File: src/rtl/rmst_to_fifo_tile.sv
// Tile loader: issues Avalon read-master bursts for a tile of 32-bit words and
// unpacks each 128-bit user beat into FIFO pushes, low word first, under a FIFO credit check.
module rmst_to_fifo_tile #(
  parameter int AW         = 12,
  parameter int CW         = 6,
  parameter int DW         = 32,
  parameter int XAW        = 32,
  parameter int XDW        = 128,
  parameter int BLEN       = 8,
  parameter int FIFO_DEPTH = 256,
  parameter int FCW        = 9
) (
  input  logic           clk,
  input  logic           rst,
  output logic           rmst_fixed_location,
  output logic [XAW-1:0] rmst_read_base,
  output logic [CW-1:0]  rmst_read_length,
  output logic           rmst_go,
  input  logic           rmst_done,
  output logic           rmst_user_read_buffer,
  input  logic [XDW-1:0] rmst_user_buffer_data,
  input  logic           rmst_user_data_available,
  input  logic           config_done,
  input  logic [AW-1:0]  param_iolen,
  input  logic [XAW-1:0] param_raddr,
  input  logic           load_data_start,
  output logic           load_data_done,
  output logic           fifo_push,
  output logic [DW-1:0]  fifo_data_in,
  input  logic           fifo_full,
  input  logic [FCW-1:0] fifo_count
);

  localparam int WCNT = XDW / DW;
  localparam int UW   = $clog2(WCNT + 1);
  localparam int SW   = AW + 2;

  typedef enum logic [2:0] {S_IDLE, S_ISSUE, S_WAIT, S_DRAIN, S_DONE} state_t;

  state_t         state, state_nxt;
  logic [AW-1:0]  iolen, rd_len, issued, pushed, chunk;
  logic [XAW-1:0] base, addr;
  logic [XDW-1:0] ureg;
  logic [UW-1:0]  ucnt;
  logic [SW-1:0]  credit;
  logic           done_q, start_load, go_req, done_rise, active;

  assign rmst_fixed_location = 1'b0;
  assign rmst_read_base      = addr;
  assign chunk               = (rd_len < AW'(BLEN)) ? rd_len : AW'(BLEN);
  assign rmst_read_length    = CW'({chunk, 2'b00});

  // Words already requested but not yet pushed still occupy future FIFO space.
  assign credit    = SW'(fifo_count) + SW'(issued - pushed) + SW'(chunk);
  assign go_req    = (state == S_ISSUE) && !rmst_go && rmst_done && (credit <= SW'(FIFO_DEPTH));
  assign done_rise = !done_q && rmst_done;
  assign active    = (state == S_ISSUE) || (state == S_WAIT) || (state == S_DRAIN);
  assign start_load = load_data_start && ((state == S_IDLE) || (state == S_DONE));

  assign fifo_push    = (ucnt != '0) && !fifo_full;
  assign fifo_data_in = ureg[DW-1:0];
  // Refill on the same cycle the last held word leaves, so pushes stay back to back.
  assign rmst_user_read_buffer = active && rmst_user_data_available &&
                                 ((ucnt == '0) || ((ucnt == UW'(1)) && fifo_push));

  always_ff @(posedge clk or posedge rst) begin
    if (rst) state <= S_IDLE;
    else     state <= state_nxt;
  end

  always_comb begin
    // NOTE: default first so every path assigns state_nxt and no latch is inferred.
    state_nxt = state;
    unique case (state)
      S_IDLE, S_DONE: begin
        if (start_load)                           state_nxt = (iolen == '0) ? S_DONE : S_ISSUE;
        else if (state == S_DONE && config_done)  state_nxt = S_IDLE;
      end
      S_ISSUE: if (rmst_go)   state_nxt = S_WAIT;
      S_WAIT:  if (done_rise) state_nxt = (rd_len != '0) ? S_ISSUE : S_DRAIN;
      S_DRAIN: if ((pushed == iolen) && (ucnt == '0)) state_nxt = S_DONE;
      default: state_nxt = S_IDLE;
    endcase
  end

  // NOTE: non-blocking assignments so every register sees pre-edge values of its peers.
  always_ff @(posedge clk or posedge rst) begin
    if (rst) begin
      done_q         <= 1'b0;
      rmst_go        <= 1'b0;
      load_data_done <= 1'b0;
      iolen          <= '0;
      base           <= '0;
      rd_len         <= '0;
      addr           <= '0;
      issued         <= '0;
      pushed         <= '0;
      // NOTE: the unpack register is reset as well, so fifo_data_in reads 0 out of reset.
      ureg           <= '0;
      ucnt           <= '0;
    end else begin
      done_q         <= rmst_done;
      rmst_go        <= go_req;
      load_data_done <= (state_nxt == S_DONE);

      if (config_done) begin
        iolen <= param_iolen;
        base  <= param_raddr;
      end

      if (start_load) begin
        rd_len <= iolen;
        addr   <= base;
        issued <= '0;
      end else if (rmst_go) begin
        addr   <= addr + XAW'({chunk, 2'b00});
        rd_len <= rd_len - chunk;
        issued <= issued + chunk;
      end

      if (start_load)     pushed <= '0;
      else if (fifo_push) pushed <= pushed + AW'(1);

      if (rmst_user_read_buffer) begin
        ureg <= rmst_user_buffer_data;
        ucnt <= UW'(WCNT);
      end else if (fifo_push) begin
        ureg <= ureg >> DW;
        ucnt <= ucnt - UW'(1);
      end
    end
  end

endmodule

File: config.mk
export PLATFORM = sky130hd
export DESIGN_NAME = rmst_to_fifo_tile
export DESIGN_NICKNAME = d
export VERILOG_FILES = /design/src/rtl/rmst_to_fifo_tile.sv
export SDC_FILE = /design/constraint.sdc
export NUM_CORES = 1
export LEC_CHECK = 0
export CAP_MARGIN = 20
export CELL_PAD_IN_SITES_DETAIL_PLACEMENT = 1
export CELL_PAD_IN_SITES_GLOBAL_PLACEMENT = 1
export CORE_MARGIN = 2
export CORE_UTILIZATION = 41
export CTS_BUF_LIST = sky130_fd_sc_hd__clkbuf_4 sky130_fd_sc_hd__clkbuf_8
export DETAILED_ROUTE_END_ITERATION = 10
export PLACE_DENSITY = 0.85
export SYNTH_ARGS = -nofsm -noshare
export SYNTH_HDL_FRONTEND = slang
export SYNTH_SLANG_ARGS = --single-unit
File: constraint.sdc
create_clock -name clk -period 11.35 [get_ports clk]
set_clock_uncertainty 0.1 [all_clocks]
set_input_delay 2.8375 -clock clk [delete_from_list [all_inputs] [get_ports clk]]
set_output_delay 2.8375 -clock clk [all_outputs]
set_load 0.03 [all_outputs]
Yosys cells after proc, flatten, opt, wreduce, memory -nomap -nowiden
Index checks and enable logic that the tools add are counted.
Storage, ports and cells
  bits in registers: 249
Operators by class
  equal/unequal tests: 7
  multiplexer cells: 21
  reductions and logical operators: 27
  add/subtract/negate cells: 8
  magnitude comparators: 2
Operators with widths (count)
  $mux 128: 2
  $mux 12: 7
  $mux 32: 2
  $add 32x14->32: 1
  $mux 3: 8
  $add 10x13->14: 1
  $add 14x12->14: 1
  $le 14x9->1 const B: 1
  $sub 12x12->13: 1
  $add 12x1->12 const B: 1
  $add 12x12->12: 1
  $eq 12x12->1: 1
  $logic_not 12->1: 1
  $lt 12x4->1 const B: 1
  $pmux 3 s4: 1
  $reduce_bool 12->1: 1
  $sub 12x12->12: 1
  $logic_and 1x1->1: 11
  $eq 3x1->1 const B: 2
  $eq 3x2->1 const B: 2
  $eq 3x3->1 const B: 2
  $logic_not 3->1: 2
  $reduce_bool 2->1: 3
  $logic_or 1x1->1: 4
  5 further kinds: 7

Longest topological paths before layout
Gate-level depths: netlist of the first run.
  word-level depth: 6
  depth in mapped cells: 20
  gate-level depth less buffers: 20

Worst setup path after synthesis of the first run
Ideal clock, no wire load.
  kind: in2out
  start: input port fifo_full
  end: output port rmst_user_read_buffer
  path buffers: 1
  data required time: 8413 ps
  cell stages on the path: 6
  slack: 4516 ps
  data arrival time: 3896 ps
  cells stage by stage: inv_1 > a21oi_1 > nor4_1 > nand2_1 > clkinv_1 > buf_1
Between the ends
  longest elaborated chain between the ends: 5
RTL lines
  start: declaration: RTL line 30  | input logic fifo_full,
  $logic_not 1->1: RTL line 60  | assign fifo_push = (ucnt != '0) && !fifo_full;
  $logic_and 1x1->1: RTL line 60
  $logic_and 1x1->1: RTL line 64  | ((ucnt == '0) || ((ucnt == UW'(1)) && fifo_push));
  $logic_or 1x1->1: RTL line 64
  $logic_and 1x1->1: RTL line 63  | assign rmst_user_read_buffer = active && rmst_user_data_available &&
  end: declaration: RTL line 20  | output logic rmst_user_read_buffer,
No other way between the ends.

Final worst setup path of the first run
Same ends and word-level chain as after synthesis.

==> results of run 1 <==
[sequential cells by signal, indices dropped and copies added, names as in the netlist]
name and count:
issued 12, rd_len 12, iolen 12, state 3, base 32, pushed 12
done_q 1, ucnt 3, ureg 128, load_data_done 1, rmst_go 1, rmst_read_base 32
[routing by layer]
metal / part of all wire (%) / up-vias
li1: - / 5537
met4: 3.3 / 0
met1: 44 / 5804
met2: 49 / 249
met5: 0 / -
met3: 3.8 / 79
[layout by cell type (no fill, tap or decap), types with 42 or more instances in the layout]
master	count
a31oi_1	102
clkdlybuf4s50_1	258
inv_1	53
mux2_2	45
dfrtp_1	248
nand3_1	42
nor2_1	155
nand2_1	331
xnor2_1	53
clkbuf_8	56
ha_1	55
[final timing paths]
check	endpoint	cells after the start	slack, ps
max in group asynchronous	rmst_go$_DFF_PP0_	3	6830
worst min register to register	rmst_read_base[1]$_DFFE_PP0P_	2	380
worst min-delay path	rmst_read_base[1]$_DFFE_PP0P_	2	380
worst max-delay path	rmst_user_read_buffer	8	2900
worst max register to register	rmst_go$_DFF_PP0_	16	6640
min in group asynchronous	base[27]$_DFFE_PP0P_	2	2750
[cells by family (layout without fill, tap and decap cells)]
| group | after synthesis | after routing | synth area share [%] |
|---|---|---|---|
| compound gates | 248 | 248 | 11.9 |
| xor+xnor | 82 | 82 | 5.23 |
| fa+ha+maj | 68 | 68 | 6.91 |
| buf+inv | 168 | 408 | 5.61 |
| flops | 249 | 249 | 45.4 |
| mux | 64 | 64 | 5.08 |
| other cells | 2 | 36 | 0.0547 |
| simple gates | 629 | 629 | 19.8 |
[cells in the mapped netlist, types with 29 or more instances]
master and n:
xor2_1 29, nand3_1 42, o21ai_1 34, a31oi_1 102, mux2_2 45, buf_4 35
inv_1 54, nor2_1 155, dfrtp_1 249, xnor2_1 53, ha_1 55, nand2_1 332
clkbuf_1 63
[layout make-up]
cell class	instances	area, µm²	area share [%]
diodes	9	22.5	0.129
well taps	448	561	3.20
clock buffers	79	943	5.39
flip-flops and latches	249	6230	35.6
repair buffers	268	2660	15.2
clock inverters	4	31.3	0.179
inverters	57	223	1.27
multi-input cells	1118	6830	39.0
[power groups by stage]
stage	registers, mW	logic, mW	clock network (mW)
2_1_floorplan	1.44	2.39	0
3_3_place_gp	1.39	3.05	0
3_5_place_dp	1.41	3.24	0
4_1_cts	1.40	3.26	0.943
5_1_grt	1.44	3.62	0.981
6_report	1.40	3.27	0.914
[worst max-delay path, delay by kind of cell]
family | cells | cell delay [ps]
and+or+nand+nor | 2 | 770
buffers and inverters | 5 | 1780
AOI/OAI and AO/OA | 1 | 60
==> metrics, run 1 <==
fmax=118 MHz; vias in the first global route=12800; Core Region=0.0333 mm²; outcome=completed; CTS tree=built; M1 GR Usage=30.9%; Die ar.=0.0350 mm²; I/O pins=263; sequential fraction of the synthesis area=45.4%; P_leak=7.72 nW; Reg clk slew, reported paths=60 ps; CTS Hold Bufs=0; minimum clock period=8450 ps; worst setup margin=2900 ps; first-pass GRT wire length=67.7 mm; critical-path cell list=clkdlybuf4s50_1, inv_1, a21oi_1, nor4_1, nand2_4, clkinv_1, buf_4, clkdlybuf4s50_1; post-synth cell types=73; Clk Latency, worst-skew pair=580 ps; design area=0.0175 mm²; Total Routed Length=41.8 mm; vias=11700; largest net degree at the start of global routing=121; Min Hold Slack=377 ps; final max-slew violation count=0; Post-DP Area=0.0165 mm²; Final Power=5.58 mW; Sw Share=44.5%; mapped cell area=0.0137 mm²; worst hold path class=flop to flop; Max Cap Violations=0; Final Util=52.6%; Slew HR=29.4%; Slowest cell on crit path=clkdlybuf4s50_1; Die Y=187 µm; final setup violation count=0; die width=187 µm; Top cell by count, worst path=clkdlybuf4s50_1; WP data arrival=5510 ps; placer congestion estimate=0.822; Post-Syn Area per Cell=9.09 µm²; WS Path Type=input port to primary output; layout cell share with drive strength beyond 1=9.75%; Fill cells=3808; Rows=67; Post-synth top flop=dfrtp_1; gr busiest metal=met2; non-filler cells, final=2232; Slowest Stage Delay on Critical Path=760 ps; WP data required=8410 ps; DR vias/cell=5.23; post-synth top area cell=dfrtp_1; Iteration-0 DRC Markers=569; DR pass1 iterations=4; fin nets=1996; Syn. warnings=0; post-cts resize count=0; placed instance count=2140; Clock power frac=16.4%; Sw Pwr=2.48 mW; register share of total power=25.1%; min-delay src=base[1]$_DFFE_PP0P_; CP Max Fanout=60; pwr/cell area=319 mW/mm²; CP Launch Type=input port; DPL Wire Length=29.6 mm; Tot GR Track Use=23.9%; H-tree levels=2; synthesis-to-finish area growth=27.5%; Synth top area share=45.4%; synth top area cells=dfrtp_1 (45%), nand2_1 (9.1%), ha_1 (5.0%); crit path from=fifo_full; Comb power frac=58.5%; Post-synth EDFFs=0; clock sink count=249; port buffer count=259; Post-synth ARST share=100%; Initial Utilization=41.2%; setup bufs post-CTS=0; root buf cell=clkbuf_8; final-report hold violation count=0; Max VDD drop=0.364 mV; Antenna Nets Post-Route=0; DR WL/cell=18.7 µm; initial antenna violation count=9; Slew @ Worst Pin=1060 ps; crit path capture type=primary output; post-route setup TNS=0 ps; Cell Int Power=3.10 mW; beginning of the worst register-to-register path=rd_len[4]$_DFFE_PP0N_; grt ovf=0; Max Root-Sink Buffers=3; Setup WS pre-CTS=2930 ps; post-synthesis cell count=1510; CTS buffer count=46; RSZ-0062 raised after global routing=no; DRC=0; final period utilization=74.4%; GR Layer Usage met2=39.8%; GRT met3 Usage=4.18%; #FFs+latches synth=249
Power figures use the tool's default switching activity.
==> run 2, diff against run 1 <==
--- a/config.mk
+++ b/config.mk
@@ -9,10 +9,10 @@
 export CELL_PAD_IN_SITES_DETAIL_PLACEMENT = 1
 export CELL_PAD_IN_SITES_GLOBAL_PLACEMENT = 1
 export CORE_MARGIN = 2
-export CORE_UTILIZATION = 41
+export CORE_UTILIZATION = 37
 export CTS_BUF_LIST = sky130_fd_sc_hd__clkbuf_4 sky130_fd_sc_hd__clkbuf_8
 export DETAILED_ROUTE_END_ITERATION = 10
-export PLACE_DENSITY = 0.85
+export PLACE_DENSITY = 0.81
 export SYNTH_ARGS = -nofsm -noshare
 export SYNTH_HDL_FRONTEND = slang
 export SYNTH_SLANG_ARGS = --single-unit
==> constraint.sdc (replaced) <==
create_clock -name clk -period 6.81 [get_ports clk]
set_clock_uncertainty 0.1 [all_clocks]
set_input_delay 1.7025 -clock clk [delete_from_list [all_inputs] [get_ports clk]]
set_output_delay 1.7025 -clock clk [all_outputs]
set_load 0.03 [all_outputs]
==> metrics, run 2 (synthesis results as in run 1) <==
WP buf/inv=3; Slew @ Worst Pin=1070 ps; Die ar.=0.0387 mm²; WP data arrival=3920 ps; Slew HR=28.9%; grt ovf=0; Slowest cell on crit path=clkdlybuf4s50_1; RSZ-0062 raised after global routing=no; Iteration-0 DRC Markers=566; Total Routed Length=41.7 mm; clock sink count=249; synthesis-to-finish area growth=28.6%; Top cell by count, worst path=clkdlybuf4s50_1; worst hold path class=flop to flop; delay-heaviest family, CP=buffers and inverters; Reg clk slew, reported paths=60 ps; P_leak=7.77 nW; WP data required=5010 ps; Slowest Stage Delay on Critical Path=740 ps; layout cell share with drive strength beyond 1=9.90%; CTS tree=built; CP Launch Type=input port; first-pass GRT wire length=66.6 mm; vias=11500; Fill cells=4231; Max Cap Violations=0; final max-slew violation count=0; fin nets=1999; Max VDD drop=0.374 mV; storage element area=0.00623 mm²; pwr/cell area=535 mW/mm²; final setup violation count=0; fmax=175 MHz; minimum clock period=5720 ps; Tot GR Track Use=21.5%; crit path capture type=primary output; WS Path Type=input port to primary output; Clk Latency, worst-skew pair=570 ps; die width=197 µm; worst setup margin=1090 ps; CTS Hold Bufs=0; final period utilization=84.0%; vias in the first global route=12300; Rows=70; Die Y=197 µm; port buffer count=259; DR pass1 iterations=5; placer congestion estimate=0.805; multi-input logic area=0.00683 mm²; most frequent cells in the layout=nand2_1 (331), clkdlybuf4s50_1 (257), dfrtp_1 (248); DR WL/cell=18.6 µm; most common cell after layout, fill and taps aside=nand2_1; post-route setup TNS=0 ps; Largest Register=ureg; Core Region=0.0366 mm²; Final Util=48.2%; setup bufs post-CTS=0; DR vias/cell=5.13; critical-path cell list=clkdlybuf4s50_1, or2_4, clkinv_2, clkdlybuf4s50_1; I/O pins=263; H-tree levels=2; CP Max Fanout=43; max reg flops=128; DRC=0; Max Root-Sink Buffers=3; Antenna Nets Post-Route=0; CTS buffer count=46; post-cts resize count=0; outcome=completed; largest net degree at the start of global routing=137; DPL Wire Length=29.1 mm; root buf cell=clkbuf_8; Setup WS pre-CTS=1050 ps; initial antenna violation count=4; Initial Utilization=37.5%; final-report hold violation count=0
## run 2: cell types whose count changed in the layout (fill, tap and decap cells not counted), sizes merged
cell	change
buf	+4
diode	-5
inv	-3
bufinv	+3
clkinvlp	+2
clkinv	+3
clkdlybuf4s50	-1
clkbuf	-6
## run 2: worst paths after layout
check                                      startpoint                             end  slack (ps)  depth (start not counted)
min in group asynchronous                         rst           ureg[103]$_DFFE_PP0P_        1530                          3
worst max register to register  rd_len[4]$_DFFE_PP0N_               rmst_go$_DFF_PP0_        2050                         18
worst max-delay path                        fifo_full                       fifo_push        1090                          4
worst min-delay path             base[28]$_DFFE_PP0P_  rmst_read_base[28]$_DFFE_PP0N_         380                          2
worst min register to register   base[28]$_DFFE_PP0P_  rmst_read_base[28]$_DFFE_PP0N_         380                          2
max in group asynchronous                         rst            ureg[14]$_DFFE_PP0P_        4090                          4
## run 2: metrics by stage
stage / power [mW] / std cells / instance area [µm²] / hold WS [ps]
2_1_floorplan: 6.39 / 1535 / 13800 / 335
3_3_place_gp: 7.42 / 2161 / 16500 / 352
3_5_place_dp: 7.75 / 2161 / 16500 / 362
4_1_cts: 9.46 / 2243 / 17600 / 392
5_1_grt: 10.2 / 2248 / 17600 / 411
6_report: 9.44 / 2249 / 17600 / 385
## run 2: per-layer routing
layer	share of wire (%)	vias to the layer above	global-route usage, %	wire length [µm]
met2	47	221	35.0	19800
met1	46	5718	29.5	19200
met5	0	-	0	0
met3	4.0	58	3.71	1690
li1	-	5544	-	-
met4	2.4	0	6.32	1010
## run 2: layout make-up
| cell class | count | share of cell area, % |
|---|---|---|
| Timing Repair Buffer | 271 | 15.4 |
| Clock buffer | 73 | 5.30 |
| Inverter | 57 | 1.24 |
| Tap cell | 468 | 3.32 |
| Antenna cell | 4 | 0.0567 |
| Clock inverter | 9 | 0.695 |
| Sequential cell | 249 | 35.3 |
| Multi-Input combinational cell | 1118 | 38.7 |
## run 2: tightest hold or removal path, delay by kind of cell, from the launching register on
kind,cells,cell delay [ps]
flops,1,340
simple gates,1,50
compound gates,1,60
## run 2: power by group
group | switching [mW] | internal [mW] | total, mW
combinational | 3.12 | 2.35 | 5.47
clock | 0.658 | 0.983 | 1.64
sequential | 0.381 | 1.95 | 2.33
